### src/rtl/spi_byte_sequencer.sv
// Byte-queue front end for an SPI master: TX FIFO feeding one transfer per
// byte, RX FIFO capturing each received byte. A transfer is launched only
// when the RX FIFO has room, so a received byte always has a slot.
module spi_byte_sequencer #(
  parameter int FIFO_DEPTH = 8,
  localparam int LW = $clog2(FIFO_DEPTH) + 1
) (
  input  logic          clk_i,
  input  logic          rst_i,
  input  logic          flush_i,
  input  logic [7:0]    tx_data_i,
  input  logic          tx_valid_i,
  output logic          tx_ready_o,
  output logic [7:0]    rx_data_o,
  output logic          rx_valid_o,
  input  logic          rx_ready_i,
  output logic [LW-1:0] tx_level_o,
  output logic [LW-1:0] rx_level_o,
  output logic          busy_o,
  output logic [7:0]    spi_din_o,
  output logic          spi_start_o,
  input  logic          spi_ready_i,
  input  logic          spi_done_tick_i,
  input  logic [7:0]    spi_dout_i
);

  localparam int AW = LW - 1;
  localparam logic [LW-1:0] ONE = LW'(1);

  localparam logic [1:0] ST_IDLE  = 2'd0;
  localparam logic [1:0] ST_START = 2'd1;
  localparam logic [1:0] ST_WAIT  = 2'd2;

  logic [1:0]    state_reg;
  logic [7:0]    din_reg;

  logic [7:0]    tx_mem [FIFO_DEPTH];
  logic [LW-1:0] tx_wr_reg, tx_rd_reg, tx_count_reg;
  logic [7:0]    rx_mem [FIFO_DEPTH];
  logic [LW-1:0] rx_wr_reg, rx_rd_reg, rx_count_reg;

  logic tx_empty, tx_full, rx_empty, rx_full;
  logic tx_push, launch, rx_push, rx_pop;

  // Pointer MSB differs only when the write side has wrapped once more than read.
  assign tx_empty = (tx_wr_reg == tx_rd_reg);
  assign tx_full  = (tx_wr_reg[LW-1] != tx_rd_reg[LW-1]) &&
                    (tx_wr_reg[AW-1:0] == tx_rd_reg[AW-1:0]);
  assign rx_empty = (rx_wr_reg == rx_rd_reg);
  assign rx_full  = (rx_wr_reg[LW-1] != rx_rd_reg[LW-1]) &&
                    (rx_wr_reg[AW-1:0] == rx_rd_reg[AW-1:0]);

  assign tx_ready_o = !rst_i && !tx_full;
  assign tx_push    = tx_valid_i && tx_ready_o && !flush_i;
  assign launch     = (state_reg == ST_IDLE) && !tx_empty && !rx_full && spi_ready_i;
  assign rx_push    = (state_reg == ST_WAIT) && spi_done_tick_i;
  assign rx_pop     = !rx_empty && rx_ready_i && !flush_i;

  assign rx_valid_o  = !rx_empty;
  assign rx_data_o   = rx_empty ? 8'h00 : rx_mem[rx_rd_reg[AW-1:0]];
  assign tx_level_o  = tx_count_reg;
  assign rx_level_o  = rx_count_reg;
  assign spi_din_o   = din_reg;
  assign spi_start_o = (state_reg == ST_START);
  assign busy_o      = (state_reg != ST_IDLE) || (tx_count_reg != '0);

  // TX storage write; contents need no reset because pointers gate visibility.
  always_ff @(posedge clk_i) begin
    if (tx_push) tx_mem[tx_wr_reg[AW-1:0]] <= tx_data_i;
  end

  // TX pointers and occupancy; the launch pop is applied before a flush clears the rest.
  always_ff @(posedge clk_i) begin
    if (rst_i || flush_i) begin
      tx_wr_reg    <= '0;
      tx_rd_reg    <= '0;
      tx_count_reg <= '0;
    end else begin
      if (tx_push) tx_wr_reg <= tx_wr_reg + ONE;
      if (launch)  tx_rd_reg <= tx_rd_reg + ONE;
      tx_count_reg <= tx_count_reg + (tx_push ? ONE : '0) - (launch ? ONE : '0);
    end
  end

  // RX storage write; a byte finishing during a flush lands in slot 0 of the emptied FIFO.
  always_ff @(posedge clk_i) begin
    if (rx_push) rx_mem[flush_i ? '0 : rx_wr_reg[AW-1:0]] <= spi_dout_i;
  end

  // RX pointers and occupancy; a completing transfer survives a flush.
  always_ff @(posedge clk_i) begin
    if (rst_i) begin
      rx_wr_reg    <= '0;
      rx_rd_reg    <= '0;
      rx_count_reg <= '0;
    end else if (flush_i) begin
      rx_rd_reg    <= '0;
      rx_wr_reg    <= rx_push ? ONE : '0;
      rx_count_reg <= rx_push ? ONE : '0;
    end else begin
      if (rx_push) rx_wr_reg <= rx_wr_reg + ONE;
      if (rx_pop)  rx_rd_reg <= rx_rd_reg + ONE;
      rx_count_reg <= rx_count_reg + (rx_push ? ONE : '0) - (rx_pop ? ONE : '0);
    end
  end

  // Transfer sequencer: launch one byte, pulse start for a cycle, wait for done.
  always_ff @(posedge clk_i) begin
    if (rst_i) begin
      state_reg <= ST_IDLE;
      din_reg   <= 8'h00;
    end else begin
      case (state_reg)
        ST_IDLE: begin
          if (launch) begin
            state_reg <= ST_START;
            din_reg   <= tx_mem[tx_rd_reg[AW-1:0]];
          end
        end
        ST_START: state_reg <= ST_WAIT;
        ST_WAIT:  if (spi_done_tick_i) state_reg <= ST_IDLE;
        default:  state_reg <= ST_IDLE;
      endcase
    end
  end

endmodule

### config.mk
export PLATFORM = sky130hd
export DESIGN_NAME = spi_byte_sequencer
export DESIGN_NICKNAME = d
export VERILOG_FILES = /design/src/rtl/spi_byte_sequencer.sv
export SDC_FILE = /design/constraint.sdc
export NUM_CORES = 1
export LEC_CHECK = 0
export CAP_MARGIN = 20
export CORE_MARGIN = 4
export CORE_UTILIZATION = 50
export DETAILED_ROUTE_END_ITERATION = 10
export GPL_TIMING_DRIVEN = 0
export MAX_ROUTING_LAYER = met4
export PLACE_DENSITY = 0.7
export SLEW_MARGIN = 20
export SYNTH_ARGS = -nofsm -noshare
export SYNTH_HDL_FRONTEND = slang
export SYNTH_SLANG_ARGS = --single-unit
export TNS_END_PERCENT = 5
### constraint.sdc
create_clock -name clk_i -period 4.6 [get_ports clk_i]
set_clock_uncertainty 0.15 [all_clocks]
set_input_delay 0.46 -clock clk_i [delete_from_list [all_inputs] [get_ports clk_i]]
set_output_delay 0.46 -clock clk_i [all_outputs]
set_load 0.02 [all_outputs]
Word-level counts from Yosys, hierarchy flattened. Memory sizes are Yosys's and may differ from the RTL's. A register that Yosys moved wholly into a read port is not among the register bits. Cells that the tools add are included.

Register bits after elaboration: 26. Memory bits (writable): 128. Bits of input ports: 23. Output and inout bits: 28. Logic and storage cells: 71. Memories: 2.

$add $sub $neg: 8. Equality and inequality tests: 10. Muxes and demuxes: 18. Reduce and logical (&&, ||, !) cells: 26.

Memory list: rx_mem (words 8, bits a word 8, rd ports 1, clocked after Yosys merged registers in 1, write ports 1, line 39) `logic [7:0] rx_mem [FIFO_DEPTH];`; tx_mem (words 8, bits a word 8, rd ports 1, clocked after Yosys merged registers in 1, write ports 1, line 37) `logic [7:0] tx_mem [FIFO_DEPTH];`.

Operators with widths (number): $add A4 B1 Y4 const B (4); $mux W4 (3); $logic_and A1 B1 Y1 (11); $mux W3 (3); $add A4 B1 Y4 (2); $eq A4 B4 Y1 (2); $mux W1 (8); $mux W8 (1); $sub A4 B1 Y4 (2); $eq A3 B3 Y1 (2); $logic_not A1 Y1 (6); $pmux W2 S3 (1); $mux W2 (2); $ne A2 B2 Y1 const B (2); $reduce_and A2 Y1 (2); $reduce_bool A2 Y1 (2); $reduce_bool A4 Y1 (1); $eq A2 B1 Y1 const B (1); $eq A2 B2 Y1 const B (1); $logic_not A2 Y1 (1); $logic_or A1 B1 Y1 (2); $ne A1 B1 Y1 (2); $reduce_or A2 Y1 (1).

Depth between registers and ports, before layout.
Depth in word-level cells: 9. Depth in mapped cells: 13. Mapped depth without buffers: 11.

Worst setup path before layout. Ideal clock, no wire load.

Kind: flip-flop to flip-flop. Start: register rx_wr_reg[1]. End: register tx_count_reg[2] (netlist: tx_level_o[2]). Library setup time: 0.128 ns. Arrival: 2.465 ns. Required time: 4.322 ns. Slack: 1.857 ns. Cell stages (with the launch flop): 14. Path buffers: 2. Period minus slack after synthesis: 2.743 ns. Path through: dfxtp_1 -> buf_6 -> xor2_2 -> or4_4 -> o2111ai_4 -> buf_6 -> inv_1 -> ha_1 -> inv_1 -> ha_1 -> inv_1 -> fa_1 -> xor2_1 -> nor2_1.

Word-level cells in the longest chain between the ends: 7.

RTL lines: from (decl) (line 40) `logic [LW-1:0] rx_wr_reg, rx_rd_reg, rx_count_reg;`; from (signal assigned) (line 98) `rx_wr_reg <= rx_push ? ONE : '0;`; from (signal assigned) (line 101) `if (rx_push) rx_wr_reg <= rx_wr_reg + ONE;`; $eq A3 B3 Y1 (line 51) `(rx_wr_reg[AW-1:0] == rx_rd_reg[AW-1:0]);`; $logic_and A1 B1 Y1 (line 50) `assign rx_full = (rx_wr_reg[LW-1] != rx_rd_reg[LW-1]) &&`; $logic_not A1 Y1 (line 55) `assign launch = (state_reg == ST_IDLE) && !tx_empty && !rx_full && spi_ready_i;`; $logic_and A1 B1 Y1 (2 in series) (line 55); via launch (line 43) `logic tx_push, launch, rx_push, rx_pop;`; $mux W1 (line 81) `tx_count_reg <= tx_count_reg + (tx_push ? ONE : '0) - (launch ? ONE : '0);`; $sub A4 B1 Y4 (line 81); to (signal assigned) (line 81); to (decl) (line 38) `logic [LW-1:0] tx_wr_reg, tx_rd_reg, tx_count_reg;`.

The timed path passes the listed nets, and every way through them passes these cells. A chain may end at the register's enable or synchronous reset.

==> flow_summary.toml <==
[status]
outcome = "finished clean"

[die]
io_pins = 51
rows = 42
start_util = 0.512
die-width_um = 124
die-area_mm2 = 0.0155
core_area_mm2 = 0.0132
dieHeight_um = 124

[place]
gp_congestion = 0.756
dp_hpwl_mm = 8.87
port_buffers = 50

[timing]
final.min_clock_period_ns = 3.57
max_slew_margin = 0.390
setup_viol_count_final = 0
final_max_slew_viol_count = 0
rsz0062_at_grt = "no"
worst_pin_slew_ns = 0.911
final.period_utilization = 0.777
max_freq_ghz = 0.280
finalSetupTns_ns = 0
report.final.hold_viol_count = 0

[drt]
vias = 3712
drtIter0Drc = 263
vias_per_cell = 5.35
finalWirelength_mm = 12.7
firstDrtPassIters = 4
drc = 0
wl_per_cell_um = 18.3
ant_nets = 0

[logic_synthesis]
synth_compound_area_frac = 0.0458
ys_seq_area_frac = 0.676
syn_nets = 470
synth-xor-area-share = 0.0293
synthAdderAreaFrac = 0.0299
synth_top_family_by_area = "multiplexers"
synthArstFlopShare = 0
synth_warnings = 0
synth-seq-cells = 165
synth_area_leaders = "edfxtp_1 57%, dfxtp_1 11%, mux4_2 8.0%"
synthCells = 432
synth_common_cells = "128 x edfxtp_1, 44 x nor2_1, 37 x dfxtp_1"
ys.flop_type = "edfxtp_1"
synth-edff-count = 128
synth.avg_cell_area_um2 = 15.7
synth_top_area_frac = 0.567
muxShareOfSynthArea = 0.108
yosys.area_share.simple = 0.0810
yosysMostFrequentCell = "edfxtp_1"
synth_top_area_cell = "edfxtp_1"
syn-cell-area_mm2 = 0.00678
ys_types = 50

[global_routing]
grt_remaining_overflow = 0
grt_use_total = 0.177
grt_pass1_vias = 3898
grt_max_degree = 17
antenna_found_initial = 0
grt_first_pass_wirelength_mm = 20.7

[critical_path]
arrival_ns = 2.96
worstSetupStartpointType = "register"
end_kind = "output pin"
required_ns = 3.99
crit_fanout = 10
critical_path_class = "register to output pin"

[clocking]
numCtsBuffers = 17
cts.sinks = 165
clock_path_buffers = 2
htreeDepth = 4
hold_buffers = 0
postCtsSetupRepairBufs = 0
cts-root-buf = "clkbuf_16"
ctsResizeCount = 0
clk_pin_slew_ns = 0.06
cts_tree = "done"
clock_latency_ns = 0.42

[final_layout]
layout-drive-gt1-share = 0.180
diodes = 0
fin_nets = 543
area_growth_pct = 20.0
fin_util = 0.614
fillerInstances = 993

[power_and_ir_drop]
peakVddDrop_mv = 0.293
leakagePower_nw = 2.69
powerDensity_mw_per_mm2 = 378

[min_path]
hp-class = "register to register"

[run]
drv_cap = 0
[placed cells by master, fill, tap and decap left out, drive strengths merged, types with 3 or more instances in the layout]
| master | count |
|---|---|
| edfxtp | 128 |
| clkdlybuf4s50 | 50 |
| nor2 | 44 |
| dfxtp | 37 |
| clkbuf | 28 |
| mux4 | 24 |
| inv | 21 |
| buf | 20 |
| ha | 13 |
| xnor2 | 11 |
| nand2 | 11 |
| nor2b | 10 |
| mux2i | 10 |
| xor2 | 10 |
| a211oi | 8 |
| mux2 | 8 |
| o22ai | 8 |
| nand3b | 8 |
| o41ai | 8 |
| nand2b | 6 |
| nand3 | 5 |
| a21oi | 5 |
| clkinv | 5 |
| nor3 | 5 |
| or2 | 3 |
| nor4 | 3 |
| clkinvlp | 3 |
| o21ai | 3 |
[cell families after synthesis]
group / after synthesis
XOR/XNOR: 21
AND/OR/NAND/NOR: 106
multiplexers: 42
buffers and inverters: 43
adder cells (fa/ha/maj): 15
flip-flops: 165
AO/OA/AOI/OAI: 40
[final timing paths]
check                             startpoint             to  slack, ns  cells past startpoint
worst min register to register  tx_rd_reg[3]   tx_rd_reg[3]       0.34                      2
worst max register to register  rx_wr_reg[2]  tx_level_o[2]       1.60                     13
worst min-delay path            tx_rd_reg[3]   tx_rd_reg[3]       0.34                      2
worst max-delay path                register   rx_data_o[3]       1.03                      6
[worst max-delay path, stage by stage, from the launching register on]
cell	delay, ns
dfxtp_1	0.30
clkbuf_1	0.38
clkbuf_1	0.62
mux4_2	0.40
mux2i_1	0.20
nor2_1	0.07
clkdlybuf4s50_1	0.55
[metal layers]
| metal | wire (um) | global-route usage | part of all wire | up-vias |
|---|---|---|---|---|
| met3 | 482 | 0.0420 | 0.038 | 12 |
| met2 | 6540 | 0.290 | 0.51 | 71 |
| li1 | - | - | - | 1782 |
| met5 | 0 | - | 0 | - |
| met4 | 159 | 0.0703 | 0.012 | 0 |
| met1 | 5540 | 0.214 | 0.44 | 1847 |
[cell type report]
cell class / instances / area (um2) / share of cell area
repair buffers: 54 / 528 / 0.0649
clock buffers: 19 / 433 / 0.0532
multi-input cells: 224 / 2020 / 0.248
well taps: 176 / 220 / 0.0271
inverters: 18 / 67.6 / 0.00830
flip-flops and latches: 165 / 4580 / 0.563
plain buffers: 25 / 135 / 0.0166
clock inverters: 13 / 148 / 0.0181
[stage by stage]
stage / hold WS (ns) / instance area [um2] / total power, W / cells / worst slack, ns
global placement: 0.326 / 7500 / 0.00172 / 658 / 0.873
finish: 0.344 / 8140 / 0.00308 / 694 / 1.03
detailed placement: 0.337 / 7560 / 0.00173 / 662 / 1.34
global route: 0.363 / 8140 / 0.00318 / 694 / 0.861
floorplan: 0.310 / 6780 / 0.00168 / 432 / 1.86
CTS: 0.346 / 8140 / 0.00310 / 694 / 0.981
[report_power, final]
group	leakage, nW	switching [W]	internal (W)	total, W
clock	0.273	0.000577	0.000806	0.00138
combinational	0.967	0.0000456	0.0000364	0.0000820
sequential	1.45	0.00000285	0.00161	0.00161
total	2.69	0.000626	0.00245	0.00308
(Power assumes the default switching activity.)
==> edit (same flow settings) <==
Register the output `tx_level_o` once more, with the module's reset; this adds one clock of latency there. The other outputs are not delayed to match.
--- a/src/rtl/spi_byte_sequencer.sv
+++ b/src/rtl/spi_byte_sequencer.sv
@@ -59,5 +59,11 @@
   assign rx_valid_o  = !rx_empty;
   assign rx_data_o   = rx_empty ? 8'h00 : rx_mem[rx_rd_reg[AW-1:0]];
-  assign tx_level_o  = tx_count_reg;
+  always_ff @(posedge clk_i) begin
+    if (rst_i) begin
+      tx_level_o <= '0;
+    end else begin
+      tx_level_o <= tx_count_reg;
+    end
+  end
   assign rx_level_o  = rx_count_reg;
   assign spi_din_o   = din_reg;
Function: changed (Yosys sat finds a counterexample within 4 cycles, from zero or initial values and one cycle with rst_i high).
==> edit against the unedited design <==
  * Area after synthesis increased by 1.3%
  * Routed wire length up 3.2%
  * Critical path depth unchanged
  * Register-to-register slack worse by 0.14 ns
  * Global-route usage rose by 0.68 points
  * Cell area is 1.3% higher
  * Sequential cell count increased by 4
  * Setup slack improved by 0.014 ns
  * Total power rose by 2.6%
  * Critical endpoint is now rx_data_o[0]
  * Largest cell class unchanged
==> edit: results (changes against the unedited design) <==
** Placed design
- The worst setup timing slack at the placement stage was 1.329 ns (-0.01198 ns).
- Post-detail-place hpwl :: 8.725 mm (-1.7%)
- The weighted congestion reported at the end of routability-driven placement was 0.8236 (+9.0%).
- Placed standard-cell area :: 7644 µm² (+1.2%)

** Yosys
- Ranked by total cell area, the synthesized netlist is headed by edfxtp_1 56%, dfxtp_1 12%, mux4_2 7.9%.
- Top post-synthesis cells by count :: 128 x edfxtp_1, 47 x nor2_1, 41 x dfxtp_1
- Post-synthesis sequential area ratio :: 67.93% (+0.30 points)
- The post-synthesis net count is 486 (+3.4%).

** Global routing
- The met3 usage in global routing was 4.733% (+0.53 points).
- The total routing resource utilization after global routing was 18.41% (+0.68 points).
- Met1 layer usage reported by global route :: 22.31% (+0.92 points)
- The met2 layer usage reported by global route was 30.28% (+1.2 points).
- Number of global-route vias before repair :: 3924 (+0.67%)

** Detailed routing
- Iter 0 DRT Violations :: 331 (+26%)
- Via count :: 3830 (+3.2%)
- Routed wire per std cell :: 18.51 µm (+0.98%)

** Finish
- The number of fill cells is 1019 (+2.6%).
- The sequential cell area is 4664 µm² (+1.7%).
- The number of nets in the layout came to 558 (+2.8%).
- The fraction of final layout cells sized beyond drive strength 1 is 19.14% (+1.2 points).

** Critical path
- The arrival time of data at the critical path endpoint came to 2.95 ns (about the same).

** Clock tree
- The post-CTS resize count is 0 (unchanged).
- Setup fix buffers added after clock tree synthesis :: 0 (unchanged)

** Pwr
- Power spent charging and discharging nets :: 619.9 µW (-0.92%)
- Leakage dissipation :: 0.002708 µW (+0.69%)
- The largest vdd supply drop is 0.3041 mV (+3.9%).

** Status
- Run status :: complete, no violations

** Timing
- The worst slew slack as a fraction of its limit was 33.98% (-5.1 points).
==> edit: cell types whose count changed in the layout (fill, tap and decap cells not counted), moves of 5 or more <==
cell / delta
nand3b_1: -8
o41ai_1: -8
or3_1: +8
nand2_2: +5
==> edit: final cells by class <==
| cell class | count | area share (%) |
|---|---|---|
| Multi-Input combinational cell | 236 | 24.56 |
| Tap cell | 176 | 2.671 |
| Clock inverter | 14 | 2.079 |
| Sequential cell | 169 | 56.58 |
| Clock buffer | 18 | 5.206 |
| Inverter | 17 | 0.7740 |
| Timing Repair Buffer | 53 | 6.344 |
| Buffer | 26 | 1.791 |
==> edit: per-stage QoR <==
stage	hold slack [ns]	std cells	power, µW
after floorplan	0.2697	448	1711
after global placement	0.2958	674	1758
after detailed placement	0.2976	677	1761
after CTS	0.3100	709	3178
after global routing	0.3310	709	3268
final	0.3098	709	3155
==> edit: metal layers <==
layer	up-vias	routed length, µm
met5	-	0
met4	0	272
met3	19	697
met2	108	6737
met1	1890	5419
li1	1813	-
==> edit: logic make-up after synthesis <==
kind of cell               share of synthesized area, %
buffers and inverters                             3.079
AOI/OAI and AO/OA                                 4.082
DFF                                               67.93
and+or+nand+nor                                   8.637
muxes                                             10.64
xor gates and xnor gates                          2.678
adders and majority gates                         2.952
==> edit: worst paths after layout <==
check                    endpoint       startpoint  slack [ns]  cells after the start
hold reg to reg     tx_level_o[3]  tx_count_reg[3]        0.31                      2
hold / removal      tx_level_o[3]  tx_count_reg[3]        0.31                      2
setup / recovery     rx_data_o[0]        flip-flop        1.04                      6
setup reg to reg  tx_count_reg[2]     rx_wr_reg[2]        1.46                     14
==> edit: power by group through the flow <==
stage | Combinational [µW] | Sequential, µW | Clock, µW
floorplan | 30.1 | 1680 | 0
global placement | 78.5 | 1680 | 0
detailed placement | 81.4 | 1680 | 0
CTS | 82.0 | 1650 | 1450
global route | 88.6 | 1650 | 1530
finish | 80.8 | 1650 | 1430
==> edit: critical path, cell delays in order, from the launching register on <==
cell             delay, ns
dfxtp_1               0.30
clkbuf_1              0.44
buf_1                 0.60
mux4_2                0.40
mux2i_1               0.16
nor2_1                0.08
clkdlybuf4s50_1       0.55
